## config.mk

```make
export PLATFORM = sky130hd
export DESIGN_NAME = vga_pattern_gen
export DESIGN_NICKNAME = d
export VERILOG_FILES = /design/src/rtl/vga_pattern_gen.sv
export SDC_FILE = /design/constraint.sdc
export NUM_CORES = 1
export LEC_CHECK = 0
export BUFFER_PORTS_ARGS = -buffer_cell sky130_fd_sc_hd__buf_4
export CELL_PAD_IN_SITES_DETAIL_PLACEMENT = 1
export CELL_PAD_IN_SITES_GLOBAL_PLACEMENT = 2
export CORE_ASPECT_RATIO = 1.1
export CORE_UTILIZATION = 40
export DETAILED_ROUTE_END_ITERATION = 10
export PLACE_DENSITY_LB_ADDON = 0.1
export SYNTH_ARGS = -nofsm -noshare
export SYNTH_HDL_FRONTEND = slang
export SYNTH_SLANG_ARGS = --single-unit
```

## constraint.sdc

```tcl
create_clock -name clock -period 4.6 [get_ports clock]
set_input_delay 0 -clock clock [delete_from_list [all_inputs] [get_ports clock]]
set_output_delay 0 -clock clock [all_outputs]
set_load 0.03 [all_outputs]
```

## src/rtl/vga_pattern_gen.sv

```systemverilog
// VGA timing generator with selectable test patterns (bars, checker, gradient, black).
// Define VGA_BORDER_EN to force a full-white one-pixel frame around the active area.
module vga_pattern_gen #(
  parameter int H_ACTIVE = 640,
  parameter int H_FP     = 16,
  parameter int H_SYNC   = 96,
  parameter int H_BP     = 48,
  parameter int V_ACTIVE = 480,
  parameter int V_FP     = 10,
  parameter int V_SYNC   = 2,
  parameter int V_BP     = 33,
  parameter int COLOR_W  = 4,
  parameter int CLK_DIV  = 2,
  parameter int SYNC_POL = 0
) (
  input  logic               clock,
  input  logic               reset,
  input  logic [1:0]         mode,
  output logic [COLOR_W-1:0] disp_R,
  output logic [COLOR_W-1:0] disp_G,
  output logic [COLOR_W-1:0] disp_B,
  output logic               hsync,
  output logic               vsync,
  output logic               de,
  output logic [10:0]        x,
  output logic [9:0]         y,
  output logic               frame_start
);

  localparam int   H_TOTAL  = H_ACTIVE + H_FP + H_SYNC + H_BP;
  localparam int   V_TOTAL  = V_ACTIVE + V_FP + V_SYNC + V_BP;
  localparam int   DIV_W    = (CLK_DIV > 1) ? $clog2(CLK_DIV) : 1;
  localparam int   BAR_W    = (H_ACTIVE >= 8) ? H_ACTIVE / 8 : 1;
  localparam logic SYNC_ACT = (SYNC_POL != 0);

  logic [DIV_W-1:0]   r_div;
  logic [10:0]        r_h;
  logic [9:0]         r_v;
  logic [1:0]         r_mode;

  logic               w_pe;
  logic               w_origin;
  logic [1:0]         w_mode;
  logic               w_de;
  logic               w_hs_act;
  logic               w_vs_act;
  logic [10:0]        w_bar_idx;
  logic [2:0]         w_bar;
  logic [2:0]         w_bar_rgb;
  logic [11:0]        w_xy;
  logic [COLOR_W-1:0] w_r;
  logic [COLOR_W-1:0] w_g;
  logic [COLOR_W-1:0] w_b;

  assign w_pe     = (r_div == DIV_W'(CLK_DIV - 1));
  assign w_origin = (r_h == '0) && (r_v == '0);
  // The frame's first pixel already uses the mode being captured on that same enable.
  assign w_mode   = w_origin ? mode : r_mode;
  assign w_de     = (r_h < 11'(H_ACTIVE)) && (r_v < 10'(V_ACTIVE));
  assign w_hs_act = (r_h >= 11'(H_ACTIVE + H_FP)) && (r_h <= 11'(H_ACTIVE + H_FP + H_SYNC - 1));
  assign w_vs_act = (r_v >= 10'(V_ACTIVE + V_FP)) && (r_v <= 10'(V_ACTIVE + V_FP + V_SYNC - 1));
  assign w_bar_idx = r_h / 11'(BAR_W);
  assign w_bar     = (w_bar_idx > 11'd7) ? 3'd7 : w_bar_idx[2:0];
  assign w_xy      = {1'b0, r_h} + {2'b00, r_v};

  always_ff @(posedge clock or posedge reset) begin
    if (reset) begin
      r_div  <= '0;
      r_h    <= '0;
      r_v    <= '0;
      r_mode <= '0;
    end else begin
      r_div <= w_pe ? '0 : r_div + DIV_W'(1);
      if (w_pe) begin
        if (w_origin) r_mode <= mode;
        if (r_h == 11'(H_TOTAL - 1)) begin
          r_h <= '0;
          r_v <= (r_v == 10'(V_TOTAL - 1)) ? '0 : r_v + 10'd1;
        end else begin
          r_h <= r_h + 11'd1;
        end
      end
    end
  end

  // {R,G,B} on/off per bar: white, yellow, cyan, green, magenta, red, blue, black.
  always_comb begin
    w_bar_rgb = 3'b000;
    case (w_bar)
      3'd0: w_bar_rgb = 3'b111;
      3'd1: w_bar_rgb = 3'b110;
      3'd2: w_bar_rgb = 3'b011;
      3'd3: w_bar_rgb = 3'b010;
      3'd4: w_bar_rgb = 3'b101;
      3'd5: w_bar_rgb = 3'b100;
      3'd6: w_bar_rgb = 3'b001;
      default: w_bar_rgb = 3'b000;
    endcase
  end

  always_comb begin
    w_r = '0;
    w_g = '0;
    w_b = '0;
    case (w_mode)
      2'b00: begin
        w_r = {COLOR_W{w_bar_rgb[2]}};
        w_g = {COLOR_W{w_bar_rgb[1]}};
        w_b = {COLOR_W{w_bar_rgb[0]}};
      end
      2'b01: begin
        if (r_h[5] ^ r_v[5]) begin
          w_r = '1;
          w_g = '1;
          w_b = '1;
        end
      end
      2'b10: begin
        w_r = COLOR_W'(r_h >> 2);
        w_g = COLOR_W'(r_v >> 2);
        w_b = COLOR_W'(w_xy >> 3);
      end
      default: ;
    endcase
`ifdef VGA_BORDER_EN
    if ((r_h == '0) || (r_h == 11'(H_ACTIVE - 1)) ||
        (r_v == '0) || (r_v == 10'(V_ACTIVE - 1))) begin
      w_r = '1;
      w_g = '1;
      w_b = '1;
    end
`else
`endif
    if (!w_de) begin
      w_r = '0;
      w_g = '0;
      w_b = '0;
    end
  end

  always_ff @(posedge clock or posedge reset) begin
    if (reset) begin
      disp_R      <= '0;
      disp_G      <= '0;
      disp_B      <= '0;
      hsync       <= ~SYNC_ACT;
      vsync       <= ~SYNC_ACT;
      de          <= 1'b0;
      x           <= '0;
      y           <= '0;
      frame_start <= 1'b0;
    end else begin
      // Cleared every clock so the pulse lasts one clock even when CLK_DIV > 1.
      frame_start <= 1'b0;
      if (w_pe) begin
        disp_R      <= w_r;
        disp_G      <= w_g;
        disp_B      <= w_b;
        hsync       <= w_hs_act ? SYNC_ACT : ~SYNC_ACT;
        vsync       <= w_vs_act ? SYNC_ACT : ~SYNC_ACT;
        de          <= w_de;
        x           <= w_de ? r_h : '0;
        y           <= w_de ? r_v : '0;
        frame_start <= w_origin;
      end
    end
  end

endmodule

```

==> out/metrics.cfg <==
[run_status]
status=completed

[timing]
period_needed_ns=2.456
slew-limit-headroom_pct=48.28
rsz0062_at_grt=false
whs_ns=0.4378
setup_viol=0
min_period_over_period_pct=53.39
fmax_mhz=407.2
fin_setup_tns_ns=0
clock_skew_ns=0.007935
finalMaxSlewViolations=0
tightest_slew_ns=0.7759
hold_viol=0

[setup_path]
r2r_slack_ns=2.14
crit_type=register to register
crit_chain=and3b_1, nand2_1, nor2_1, and2b_1, nand4_1, or3_1, a21oi_1
crit_slowest_cell=dfrtp_1
critPathMaxStageDelay_ns=0.81
path_max_fanout=20
worstSetupStartpointType=register
path_buf_inv=0
critPathCaptureType=register
cp.required_ns=4.87
worst_ep_arrival_time_ns=2.73
path_delay_family=simple AND/OR/NAND/NOR gates

[cts]
clockBufferDepth=2
cts.sinks=61
cts_root_buf=clkbuf_8
numCtsBuffers=9
htree_levels=3
clkLatencyLatePin_ns=0.35
path_clk_slew_ns=0.08
post_cts.repair.setup_buffers=0
post_cts_resized=0
tritoncts=built

[grt]
antenna_found_initial=0
grt_remaining_overflow=0
grt_pass1_wl_um=13740
grt_pass1_vias=2530
grt_usage_pct=22.15
grt_max_degree=62

[yosys]
netlist_area_um2=3232
yosys.area_share.simple_pct=18.04
netlist_instances=308
synth_compound_area_share_pct=17.85
synth.distinct_cells=58
yosysSeqAreaShare_pct=47.31
synthMuxAreaShare_pct=2.555
synth_edf_count=0
synth-warning-count=0
avgSynthCellArea_um2=10.49
synth_nets=321
synth_top_family_by_area=simple AND/OR/NAND/NOR gates
synthFlopType=dfrtp_1
yosys.area_share.adder_pct=3.484
async_flop_share_pct=100.0
yosys_register_bits=61
synthXorXnorAreaFrac_pct=5.691

[drt]
via_count=2523
drc=0
wl_um=8402
first_pass_iters=4
dr.first_iter.drc_count=89
antenna_left=0
via_per_inst=5.557
drt-wirelength-per-cell_um=18.51

[hold_path]
hold_path.class=input pin to async pin

[placed_design]
place.gp.congestion=0.7887
dpl_cell_area_um2=3575
portBuffers=40
post-dp-hpwl_um=5500

[finish]
nets=354
fin_util_pct=48.63
area_growth_pct=18.43
n_fill_cell=870
antenna_cells=0
fin_area_um2=3827
layout-drive-gt1-share_pct=21.97

[floorplanning]
ios=41
core_region_area_um2=7870
die_w_um=87.71
rows=34
dieArea_um2=8444
die_y_um=96.28
start_util_pct=41.07

[power]
peakVddDrop_uv=161.6
p_leak_uw=0.001776
power_density_nw_per_um2=299.2
p_total_uw=1145

[job]
maxCapViolCount=0

## synth_stat cells, drive strengths merged (2+ instances only)
cell / instances / area share, %
or3: 2 / 0.39
inv: 10 / 1.2
dfstp: 2 / 1.6
a31oi: 2 / 0.39
nor4: 4 / 1.9
mux2i: 6 / 1.9
a211oi: 3 / 0.70
nor3: 7 / 1.2
nand3b: 3 / 1.1
a211o: 2 / 0.54
and3: 5 / 0.97
o2bb2ai: 4 / 1.1
dfrtp: 59 / 46
o21a: 2 / 0.46
buf: 13 / 2.4
ha: 9 / 3.5
mux2: 2 / 0.70
a21oi: 15 / 2.6
a41oi: 2 / 0.54
clkbuf: 12 / 1.4
o21ai: 12 / 2.0
nor2b: 6 / 1.2
xnor2: 10 / 2.7
nand3: 6 / 0.93
nor2: 30 / 4.0
nand4: 8 / 2.0
a221o: 8 / 2.5
a22o: 20 / 5.4
xor2: 11 / 3.0
a21o: 2 / 0.46
nand2: 17 / 2.0
## layout make-up
cell class	count	area, um2	area share, %
multi-input combinational	211	1539	40.21
sequential	61	1529	39.95
timing repair buffer	47	360.3	9.415
tap	108	135.1	3.531
clock buffer	9	123.9	3.236
clock inverter	7	98.84	2.583
inverter	11	41.29	1.079
## metal layers
| layer | vias to the layer above | part of all wire [%] | wire length (um) | GRT usage, % |
|---|---|---|---|---|
| met5 | - | 0 | 0 | 0 |
| met4 | 0 | 2.0 | 168 | 9.426 |
| met3 | 13 | 2.1 | 179 | 3.688 |
| met2 | 30 | 50 | 4199 | 36.24 |
| met1 | 1303 | 46 | 3855 | 28.91 |
| li1 | 1177 | - | - | - |
## path summary, 6_finish.rpt
| kind | from | to | depth (start not counted) |
|---|---|---|---|
| worst min register to register | de | de | 1 |
| min in group clock | de | de | 1 |
| max in group asynchronous | reset | r_v[2] | 4 |
| worst max-delay path | r_h[8] | r_v[9] | 7 |
| worst max register to register | r_h[8] | r_v[9] | 7 |
| worst min-delay path | reset | disp_R[3] | 4 |
## cell usage in the layout, fill, tap and decap left out, types with 8 or more instances in the layout
cell type,count
a21oi_1,13
a221o_1,8
a22o_1,20
buf_4,44
clkbuf_8,9
dfrtp_1,59
ha_1,9
inv_1,9
nand2_1,17
nor2_1,29
o21ai_0,10
xnor2_1,10
xor2_1,11
## per-stage QoR
step	cells	setup slack (ns)
after floorplan	308	2.446
after global placement	435	2.155
after detailed placement	435	2.153
after CTS	454	2.123
after global routing	454	1.886
final	454	2.144
## where the power goes
group	internal, uW	total (uW)	switching [uW]
combinational	19.4	56.3	36.9
clock	307	540	233
sequential	543	549	5.68
total	870	1150	275
## flip-flops by register name, indices dropped and copies added (netlist names)
signal       cells
de               1
disp_B           4
disp_G           4
disp_R           4
frame_start      1
hsync            1
r_div            1
r_h             11
r_mode           2
r_v             10
vsync            1
x               11
y               10
## repair_timing
item	4_1_cts	5_1_grt
endpoints found under the setup margin	0	0
hold endpoints to repair	61	0
hold buffers	3	0
## worst min-delay path, delay by kind of cell
kind | cells | cell delay, ns
buf+inv | 4 | 1.31
## kinds of logic after synthesis
| kind of cell | after synthesis |
|---|---|
| AOI/OAI and AO/OA | 77 |
| xor gates and xnor gates | 21 |
| adders and majority gates | 9 |
| buffers and inverters | 36 |
| DFF | 61 |
| muxes | 8 |
| and+or+nand+nor | 96 |
(Power assumes the default switching activity.)
